<file path="src/rtl/tron_pkg.sv">
// Shared definitions for the light-cycle match controller: LED state
// encodings and default match sizing.
package tron_pkg;

  localparam logic [1:0] ST_IDLE       = 2'b00;
  localparam logic [1:0] ST_PLAY       = 2'b01;
  localparam logic [1:0] ST_ROUND_OVER = 2'b10;
  localparam logic [1:0] ST_DONE       = 2'b11;

  localparam int unsigned DEF_SCORE_W   = 4;
  localparam int unsigned DEF_WIN_SCORE = 10;

endpackage

</file>
<file path="src/rtl/tron_game_ctrl_if.sv">
// Controller <-> player/trail datapath link: collision reports in, move and
// round-reload strobes out.
interface tron_game_ctrl_if;
  logic p1_hit;
  logic p2_hit;
  logic move_en;
  logic round_clear;

  modport master (input p1_hit, input p2_hit, output move_en, output round_clear);
  modport slave  (output p1_hit, output p2_hit, input move_en, input round_clear);
endinterface

</file>
<file path="src/rtl/tron_tick_gen.sv">
// Move-period divider: counts 0..TICK_DIV-1 while enabled and flags the wrap
// cycle. A synchronous clear restarts the period and masks the wrap.
module tron_tick_gen #(
  parameter int unsigned TICK_DIV = 2097152
) (
  input  logic clk,
  input  logic reset_n,
  input  logic clr,
  input  logic en,
  output logic wrap
);
  localparam int unsigned CNT_W = (TICK_DIV > 2) ? $clog2(TICK_DIV) : 1;
  localparam logic [CNT_W-1:0] CNT_MAX = CNT_W'(TICK_DIV - 1);

  if (TICK_DIV < 2) begin : g_bad_div
    $error("tron_tick_gen: TICK_DIV must be >= 2");
  end

  logic [CNT_W-1:0] cnt_q, cnt_d;

  assign wrap = en && !clr && (cnt_q == CNT_MAX);

  // Next count: clear wins, then wrap-around or increment while enabled.
  always_comb begin
    cnt_d = cnt_q;
    if (clr) begin
      cnt_d = '0;
    end else if (en) begin
      cnt_d = (cnt_q == CNT_MAX) ? '0 : cnt_q + 1'b1;
    end
  end

  // Counter register with synchronous active-low reset.
  always_ff @(posedge clk) begin
    if (!reset_n) cnt_q <= '0;
    else          cnt_q <= cnt_d;
  end
endmodule

</file>
<file path="src/rtl/tron_game_ctrl.sv">
// Round/match sequencer for the two-player light-cycle game: match FSM,
// move strobe generation, crash scoring and winner declaration.
// Optional build macro TRON_AUTO_SERVE_EN: rounds restart by themselves after
// SERVE_TICKS move periods instead of waiting for a start switch edge.
module tron_game_ctrl
  import tron_pkg::*;
#(
  parameter int unsigned TICK_DIV    = 2097152,
  parameter int unsigned SCORE_W     = DEF_SCORE_W,
  parameter int unsigned WIN_SCORE   = DEF_WIN_SCORE,
  parameter int unsigned SERVE_TICKS = 32
) (
  input  logic                clk,
  input  logic                reset_n,
  input  logic                start,
  tron_game_ctrl_if.master    dp,
  output logic [1:0]          state,
  output logic [SCORE_W-1:0]  p1_score,
  output logic [SCORE_W-1:0]  p2_score,
  output logic                p1_win,
  output logic                p2_win
);
  localparam logic [SCORE_W-1:0] WIN     = SCORE_W'(WIN_SCORE);
  localparam int unsigned        SERVE_W = $clog2(SERVE_TICKS + 1);

  if (WIN_SCORE >= (1 << SCORE_W)) begin : g_bad_win
    $error("tron_game_ctrl: WIN_SCORE must fit in SCORE_W bits");
  end
  if (SERVE_TICKS < 1) begin : g_bad_serve
    $error("tron_game_ctrl: SERVE_TICKS must be >= 1");
  end

  logic [1:0]         state_q, state_d;
  logic [SCORE_W-1:0] p1_score_q, p1_score_d;
  logic [SCORE_W-1:0] p2_score_q, p2_score_d;
  logic               p1_win_q, p1_win_d;
  logic               p2_win_q, p2_win_d;
  logic               move_en_q, move_en_d;
  logic               round_clear_q, round_clear_d;
  logic               armed_q, armed_d;
  logic               start_q, start_d;
  logic               tick_clr, tick_en, tick_wrap;
  logic               start_rise;
  logic               any_hit;
`ifdef TRON_AUTO_SERVE_EN
  logic [SERVE_W-1:0] serve_cnt_q, serve_cnt_d;
`endif

  tron_tick_gen #(.TICK_DIV(TICK_DIV)) u_tick (
    .clk     (clk),
    .reset_n (reset_n),
    .clr     (tick_clr),
    .en      (tick_en),
    .wrap    (tick_wrap)
  );

  assign start_d    = start;
  assign start_rise = start && !start_q;
  assign any_hit    = dp.p1_hit || dp.p2_hit;

  // Match FSM, scoring and strobe generation.
  always_comb begin
    state_d       = state_q;
    p1_score_d    = p1_score_q;
    p2_score_d    = p2_score_q;
    p1_win_d      = p1_win_q;
    p2_win_d      = p2_win_q;
    armed_d       = armed_q;
    move_en_d     = 1'b0;
    round_clear_d = 1'b0;
    tick_clr      = 1'b0;
    tick_en       = 1'b0;
`ifdef TRON_AUTO_SERVE_EN
    serve_cnt_d   = serve_cnt_q;
`endif
    case (state_q)
      ST_IDLE: begin
        if (start_rise) begin
          state_d       = ST_PLAY;
          p1_score_d    = '0;
          p2_score_d    = '0;
          armed_d       = 1'b0;
          round_clear_d = 1'b1;
          tick_clr      = 1'b1;
        end
      end
      ST_PLAY: begin
        tick_en = 1'b1;
        if (armed_q && any_hit) begin
          // A crash takes precedence over a coincident move period.
          state_d  = ST_ROUND_OVER;
          tick_clr = 1'b1;
`ifdef TRON_AUTO_SERVE_EN
          serve_cnt_d = '0;
`endif
          if (dp.p1_hit && !dp.p2_hit && (p2_score_q != WIN))
            p2_score_d = p2_score_q + 1'b1;
          if (dp.p2_hit && !dp.p1_hit && (p1_score_q != WIN))
            p1_score_d = p1_score_q + 1'b1;
        end else if (tick_wrap) begin
          move_en_d = 1'b1;
          armed_d   = 1'b1;
        end
      end
      ST_ROUND_OVER: begin
        armed_d = 1'b0;
        if (p1_score_q == WIN) begin
          state_d  = ST_DONE;
          p1_win_d = 1'b1;
        end else if (p2_score_q == WIN) begin
          state_d  = ST_DONE;
          p2_win_d = 1'b1;
        end else begin
`ifdef TRON_AUTO_SERVE_EN
          // Serve pause is measured in move periods from the same divider.
          tick_en = 1'b1;
          if (tick_wrap) begin
            if (serve_cnt_q == SERVE_W'(SERVE_TICKS - 1)) begin
              state_d       = ST_PLAY;
              serve_cnt_d   = '0;
              round_clear_d = 1'b1;
              tick_clr      = 1'b1;
            end else begin
              serve_cnt_d = serve_cnt_q + 1'b1;
            end
          end
`else
          if (start_rise) begin
            state_d       = ST_PLAY;
            round_clear_d = 1'b1;
            tick_clr      = 1'b1;
          end
`endif
        end
      end
      ST_DONE: begin
        if (!start) begin
          state_d  = ST_IDLE;
          p1_win_d = 1'b0;
          p2_win_d = 1'b0;
        end
      end
      default: state_d = ST_IDLE;
    endcase
  end

  // State, score and output registers with synchronous active-low reset.
  always_ff @(posedge clk) begin
    if (!reset_n) begin
      state_q       <= ST_IDLE;
      p1_score_q    <= '0;
      p2_score_q    <= '0;
      p1_win_q      <= 1'b0;
      p2_win_q      <= 1'b0;
      move_en_q     <= 1'b0;
      round_clear_q <= 1'b0;
      armed_q       <= 1'b0;
      start_q       <= 1'b1;
`ifdef TRON_AUTO_SERVE_EN
      serve_cnt_q   <= '0;
`endif
    end else begin
      state_q       <= state_d;
      p1_score_q    <= p1_score_d;
      p2_score_q    <= p2_score_d;
      p1_win_q      <= p1_win_d;
      p2_win_q      <= p2_win_d;
      move_en_q     <= move_en_d;
      round_clear_q <= round_clear_d;
      armed_q       <= armed_d;
      start_q       <= start_d;
`ifdef TRON_AUTO_SERVE_EN
      serve_cnt_q   <= serve_cnt_d;
`endif
    end
  end

  assign state          = state_q;
  assign p1_score       = p1_score_q;
  assign p2_score       = p2_score_q;
  assign p1_win         = p1_win_q;
  assign p2_win         = p2_win_q;
  assign dp.move_en     = move_en_q;
  assign dp.round_clear = round_clear_q;
endmodule
</file>
<file path="src/flat_wrapper.sv">
// flat-port wrapper written by rule: the top's interface ports become plain ports
module tron_game_ctrl_flat import tron_pkg::*;
#(
  parameter int unsigned TICK_DIV    = 2097152,
  parameter int unsigned SCORE_W     = DEF_SCORE_W,
  parameter int unsigned WIN_SCORE   = DEF_WIN_SCORE,
  parameter int unsigned SERVE_TICKS = 32
)
  (clk, reset_n, start, state, p1_score, p2_score, p1_win, p2_win, dp_p1_hit, dp_p2_hit, dp_move_en, dp_round_clear);
  tron_game_ctrl_if dp_i ();
  input  logic clk;
  input  logic reset_n;
  input  logic start;
  output logic [1:0] state;
  output logic [SCORE_W-1:0] p1_score;
  output logic [SCORE_W-1:0] p2_score;
  output logic p1_win;
  output logic p2_win;
  input wire logic [$bits(dp_i.p1_hit)-1:0] dp_p1_hit;
  input wire logic [$bits(dp_i.p2_hit)-1:0] dp_p2_hit;
  output wire logic [$bits(dp_i.move_en)-1:0] dp_move_en;
  output wire logic [$bits(dp_i.round_clear)-1:0] dp_round_clear;
  assign dp_i.p1_hit = dp_p1_hit;
  assign dp_i.p2_hit = dp_p2_hit;
  assign dp_move_en = dp_i.move_en;
  assign dp_round_clear = dp_i.round_clear;
  tron_game_ctrl #(.TICK_DIV(TICK_DIV), .SCORE_W(SCORE_W), .WIN_SCORE(WIN_SCORE), .SERVE_TICKS(SERVE_TICKS)) u_core (.clk(clk), .reset_n(reset_n), .start(start), .dp(dp_i), .state(state), .p1_score(p1_score), .p2_score(p2_score), .p1_win(p1_win), .p2_win(p2_win));
endmodule
</file>
<file path="config.mk">
export PLATFORM = sky130hd
export DESIGN_NAME = tron_game_ctrl_flat
export DESIGN_NICKNAME = d
export VERILOG_FILES = /design/src/rtl/tron_pkg.sv /design/src/rtl/tron_game_ctrl_if.sv /design/src/rtl/tron_tick_gen.sv /design/src/rtl/tron_game_ctrl.sv /design/src/flat_wrapper.sv
export SDC_FILE = /design/constraint.sdc
export NUM_CORES = 1
export LEC_CHECK = 0
export BUFFER_PORTS_ARGS = -buffer_cell sky130_fd_sc_hd__buf_2
export CAP_MARGIN = 20
export CORE_ASPECT_RATIO = 1.1
export CORE_MARGIN = 2
export CORE_UTILIZATION = 46
export CTS_CLUSTER_DIAMETER = 100
export DETAILED_ROUTE_END_ITERATION = 16
export GPL_TIMING_DRIVEN = 0
export HOLD_SLACK_MARGIN = 0.02
export RECOVER_POWER = 50
export SYNTH_ARGS = -nofsm -noshare
export SYNTH_HDL_FRONTEND = slang
export SYNTH_SLANG_ARGS = --single-unit
</file>
<file path="constraint.sdc">
create_clock -name clk -period 2.8 [get_ports clk]
set_input_delay 0.56 -clock clk [delete_from_list [all_inputs] [get_ports clk]]
set_output_delay 0.56 -clock clk [all_outputs]
set_load 0.05 [all_outputs]
</file>
==> Yosys cells after proc, flatten, opt, wreduce, memory -nomap -nowiden <==
Index checks and enable logic that the tools add are counted.
{ "totals": {"reg_bits": 37, "output_inout_bits": 14} }
{ "op_classes": {"addsub": 3, "n_eq_ne": 18, "muxes": 32, "bitwise": 2, "reduce_logical": 25} }
{ "ops": {"columns": ["op", "count"], "rows": [
  ["adder 21 x 1 -> 21 bit (second input constant)", 1],
  ["equality test 21 bit (second input constant)", 1],
  ["two-way mux 21 bit", 1],
  ["two-way mux 4 bit", 5],
  ["one-hot mux 4 bit (2 select lines)", 2],
  ["AND reduction 4 bit", 4],
  ["!= test 2 x 1 -> 1 bit (second input constant)", 7],
  ["two-way mux 1 bit", 13],
  ["two-way mux 2 bit", 5],
  ["adder 4 x 1 -> 4 bit (second input constant)", 2],
  ["equality test 4 bit (second input constant)", 2],
  ["logical AND 1 bit", 8],
  ["!= test 4 bit (second input constant)", 2],
  ["one-hot mux 2 bit (4 select lines)", 1],
  ["!= test 2 bit (second input constant)", 3],
  ["one-hot mux 1 bit (2 select lines)", 3],
  ["one-hot mux 1 bit (3 select lines)", 2],
  ["equality test 2 bit (second input constant)", 2],
  ["logical NOT 1 bit", 4],
  ["nonzero test 2 bit", 2],
  ["AND reduction 3 bit", 1],
  ["nonzero test 3 bit", 1],
  ["OR reduction 3 bit", 1],
  ["equality test 2 x 1 -> 1 bit (second input constant)", 1],
  ["5 further kinds", 6]
]} }

==> Depth between registers and ports, before layout <==
{ "logic_depth": {"depth_word": 12, "ltp_mapped": 7, "depth_no_buf": 6} }

==> Cells and area by module <==
From an unflattened synthesis, not the netlist that was laid out.
{ "hier_totals": {"hier_cells": 219, "hier_area_um2": 1898.1} }
{ "by_module_without_submodules": {"columns": ["mod", "instances", "cells_per_inst", "area_per_inst_um2", "seq_area_each_um2"], "rows": [
  ["tron_tick_gen", 1, 119, 1039.7, 420.4],
  ["tron_game_ctrl", 1, 100, 858.3, 320.3]
]} }

==> Worst setup path after synthesis <==
OpenSTA, ideal clock, no wires.
{ "synth_timing": {"kind": "reg-to-reg", "from": "reg u_core.state_q[0], in the netlist u_core.state[0]", "to": "reg u_core.p1_score_q[2], in the netlist u_core.p1_score[2]", "setup_time_ps": 70, "arrival_ps": 2046, "t_required_ps": 2730, "path_slack_ps": 684, "path_stages_with_launch": 7, "path_buffers": 2, "synth_period_minus_slack_ps": 2116, "path_cell_list": "dfxtp_1 -> clkbuf_1 -> o211ai_1 -> a21o_1 -> buf_6 -> or4_1 -> a21oi_1"} }
{ "synth_between": {"elab_chain_cells": 3} }
{ "synth_lines": {"columns": ["element", "line", "source"], "rows": [
  ["start: declaration", "tron_game_ctrl.sv:33", "logic [1:0] state_q, state_d;"],
  ["start signal: assignment", "tron_game_ctrl.sv:163", "state_q <= state_d;"],
  ["equality test 2 x 1 -> 1 bit or logical NOT 2 bit (tied branches)", "tron_game_ctrl.sv:76", "case (state_q)"],
  ["!= test 2 x 1 -> 1 bit (no source line) or nonzero test 2 bit (tied branches)", null, null],
  ["AND reduction 4 bit (no source line)", null, null],
  ["end signal: assignment", "tron_game_ctrl.sv:164", "p1_score_q <= p1_score_d;"],
  ["end: declaration", "tron_game_ctrl.sv:34", "logic [SCORE_W-1:0] p1_score_q, p1_score_d;"]
]} }
Parallel ways exist; a longest one is shown, timed or not.
A chain may end at the register's enable or synchronous reset.

==> Worst setup path after layout <==
{ "layout_timing": {"from": "reg u_core.state_q[0], in the netlist u_core.state[0]", "to": "reg u_core.u_tick.cnt_q[3]"} }
{ "layout_between": {"elab_chain_cells": 3} }
{ "layout_lines": {"columns": ["element", "line", "source"], "rows": [
  ["equality test 2 bit (tied with other cells)", "tron_game_ctrl.sv:76", null],
  ["one-hot mux 1 bit (3 select lines)", "tron_game_ctrl.sv:76", null],
  ["OR reduction 2 bit (no source line)", null, null],
  ["end signal: assignment", "tron_tick_gen.sv:36", "else cnt_q <= cnt_d;"],
  ["end: declaration", "tron_tick_gen.sv:19", "logic [CNT_W-1:0] cnt_q, cnt_d;"]
]} }
Parallel ways exist; a longest one is shown, timed or not.

==> key figures <==
Status
  • Status: complete, no violations

Timing
  • Hold Slack: 0.487 ns
  • Setup WS post-layout: about 0.55 ns
  • Slew headroom: between 50 and 60%
  • Endpoints failing hold: 0
  • Final setup viols: 0
  • Final worst path period need: between 2 and 2.5 ns
  • Clock skew: roughly 0.0038 ns
  • Worst-Margin Slew: between 0.6 and 0.7 ns
  • Slew Viols, Final: 0
  • Unrepaired setup endpoints after global routing: false
  • Setup Total Neg Slack: 0 ns
  • Fmax: between 400 and 500 MHz
  • Final period util: approximately 80%

Placed design
  • Port Buffers: 18
  • Placed instance area: around 2000 um^2
  • Detail Placement HPWL: roughly 3100 um
  • Pre-CTS WS: roughly 0.49 ns
  • RD Place Congestion: approximately 0.84

Power
  • Power Internal: 741 uW
  • Static Leak: approximately 0.68 nW
  • Logic pwr share: about 5.9%
  • Pwr dens: 470 nW/um^2
  • Max IR drop VDD: ~0.00028 V
  • Clk pwr share: between 30% and 40%
  • Seq pwr share: approximately 55%
  • Switching power: ~220 uW
  • Switching share of power: roughly 23%

Clock tree
  • Post-CTS Resized: 0
  • Root buf cell: clkbuf_8
  • Clk buf depth: 2
  • Hold buffers post-CTS: 0
  • Clock Sinks: 37
  • Clock buffers created by TritonCTS: 5
  • CTS tree: done
  • CTS H-tree depth: 2
  • CTS clk-pin slew, worst paths: around 0.07 ns
  • Skew-Pair Late Insertion Delay: between 0.2 and 0.3 ns
  • Setup bufs post-CTS: 0

Critical path
  • Reg2reg end: u_core.u_tick.cnt_q[3]
  • Crit end category: flop
  • Max incr delay on CP: 0.39 ns
  • Crit path launch type: flop
  • Setup CP Type: flop to flop
  • CP arrival: ~2.4 ns
  • Reg-to-reg slack, setup: ~0.55 ns
  • Crit-path max FO: 10
  • Worst Path Required: roughly 3.0 ns
  • Crit path cell chain: clkbuf_1, o211ai_1, a21o_1, clkbuf_1, o211ai_1, buf_2, nor2_1
  • Worst r2r src: u_core.state[0]
  • Slowest-stage cell, CP: dfxtp_1
  • Worst-case reg-to-reg path depth: 7

Route
  • Total number of vias: approximately 1,600
  • DRT Pass-1 Iters: 4
  • Routed WL per cell: 13.8 um
  • Drt drc: 0
  • Vias per Instance: ~5.6
  • ANT nets after route: 0
  • First DRT Iteration DRCs: 91
  • Post-Route WL: around 4000 um

Synthesis
  • Syn_area_per_cell: around 8.5 um^2
  • Synth async-reset ratio: 0%
  • EDFF count, synth: 0
  • Syn Nets: roughly 230
  • Synthesized area: 1840 um^2
  • Synth warn: 0
  • Commonest register cell after synthesis: dfxtp_1
  • Mapped Cells: between 200 and 250
  • Synth cell types: 39
  • Seq/Total Area, Yosys: about two fifths
  • Post-synthesis register bit count: 37

Cells and area
  • Area Overhead vs Synth: 11.7%
  • Layout cells sized above 1: under 10%
  • N_diodes: 0
  • Fin util: a little over half
  • Final instance area: roughly 2100 um^2
  • Nets: 250

Die
  • Die area: 4510 um^2
  • Core Area: between 3000 and 4000 um^2
  • Num ports: 19
  • Die X: about 64 um
  • Die Y: around 70 um
  • Cell Rows: 24
  • Initial Util: 47.0%

Global route
  • Grt total ovfl: 0
  • First-pass GRT wire length: 7020 um
  • Tot GR Track Use: around a fifth
  • Vias in the first global route: 1,562
  • Antenna violations before repair: 0
  • Largest net degree at the start of global routing: 11

Hold path
  • Hold path depth: 2
  • Hold Startpoint: u_core.u_tick.cnt_q[20]
  • Min-Delay Path Class: flop to flop
  • Worst Hold Path EP: u_core.u_tick.cnt_q[20]

Job
  • Max Cap Viol: 0
## worst max-delay path: cells and delay by family, from the launching register on
family / cells / cell delay (ns)
buffers and inverters: 3 / 0.89
AO/OA/AOI/OAI: 3 / 0.79
flip-flops: 1 / 0.39
AND/OR/NAND/NOR: 1 / 0.08
## through the flow
| stage | cells | total power, mW |
|---|---|---|
| 6_report | 292 | 0.963 |
| 2_1_floorplan | 215 | 0.586 |
| 5_1_grt | 292 | 1.00 |
| 3_3_place_gp | 285 | 0.604 |
| 4_1_cts | 292 | 0.975 |
| 3_5_place_dp | 285 | 0.604 |
## registers in the layout, summed over array words and instances (netlist names)
signal                 count
u_core.state               2
u_core.p2_win              1
u_core.p2_score            4
u_core.u_tick.cnt_q       21
u_core.start_q             1
u_core.dp.move_en          1
u_core.p1_score            4
u_core.dp.round_clear      1
u_core.armed_q             1
u_core.p1_win              1
## power groups by stage
| stage | clock network (mW) | logic, mW | registers [mW] |
|---|---|---|---|
| after floorplan | 0 | 0.0344 | 0.552 |
| after global placement | 0 | 0.0588 | 0.545 |
| after detailed placement | 0 | 0.0586 | 0.546 |
| after CTS | 0.383 | 0.0590 | 0.533 |
| after global routing | 0.405 | 0.0635 | 0.534 |
| final | 0.373 | 0.0569 | 0.533 |
## how the worst max path moves through the flow
stage                      startpoint  depth (start not counted)  slack (ns)                endpoint
6_report              u_core.state[0]                          7        0.55  u_core.u_tick.cnt_q[3]
2_1_floorplan         u_core.state[0]                          6        0.68      u_core.p1_score[2]
5_1_grt               u_core.state[0]                          7        0.30  u_core.u_tick.cnt_q[6]
4_1_cts        u_core.u_tick.cnt_q[0]                          6        0.57  u_core.u_tick.cnt_q[3]
3_5_place_dp                    start                          7        0.49  u_core.u_tick.cnt_q[3]
3_3_place_gp                    start                          7        0.49  u_core.u_tick.cnt_q[3]
## cell type report
type | count | area, um^2
plain buffers | 9 | 37.5
clock buffers | 7 | 86.3
fillers | 399 | 1850
inverters | 10 | 37.5
multi-input cells | 159 | 1010
flip-flops and latches | 37 | 741
well taps | 52 | 65.1
repair buffers | 18 | 71.3
## layout by cell type, fill, tap and decap left out, drive strengths merged, types with 6 or more instances in the layout
master | synthesis | routed
a21oi | 16 | 16
or3 | 6 | 6
nand4 | 8 | 8
buf | 4 | 6
nor3 | 7 | 7
nor2 | 14 | 14
nand3 | 9 | 9
dfxtp | 37 | 37
nand2 | 17 | 17
inv | 10 | 10
clkbuf | 5 | 28
o21ai | 10 | 10
xnor2 | 7 | 7
## cell usage after synthesis (all sizes together), types with 3 or more instances
master / n / area share [%]
a21oi: 16 / 4.4
and3: 4 / 1.4
and4: 3 / 1.4
buf: 4 / 1.4
clkbuf: 5 / 1.0
dfxtp: 37 / 40
ha: 5 / 3.4
inv: 10 / 2.0
mux2i: 4 / 2.2
nand2: 17 / 3.5
nand2b: 5 / 1.7
nand3: 9 / 2.5
nand4: 8 / 2.7
nand4b: 3 / 1.4
nor2: 14 / 2.9
nor3: 7 / 1.9
o211ai: 5 / 2.0
o21ai: 10 / 2.7
o31a: 3 / 1.4
o31ai: 4 / 1.6
o41ai: 3 / 1.4
or3: 6 / 2.0
or4: 5 / 2.0
xnor2: 7 / 3.3
xor2: 4 / 1.9
## cell families (layout without fill, tap and decap cells)
kind of cell	after synthesis	after routing	synth area share, %
adder cells (fa/ha/maj)	5	5	3.41
buffers and inverters	19	44	4.50
multiplexers	4	4	2.18
AND/OR/NAND/NOR	93	93	28.4
AO/OA/AOI/OAI	46	46	15.9
XOR/XNOR	11	11	5.25
flip-flops	37	37	40.4
## per-layer routing
metal	global-route usage, %	vias up	wire length (um)
li1	-	838	-
met1	22.8	764	1810
met2	34.8	28	2040
met3	4.51	5	119
met4	8.98	0	68
met5	0	-	0
No activity file was read; power rests on OpenSTA's default activity.
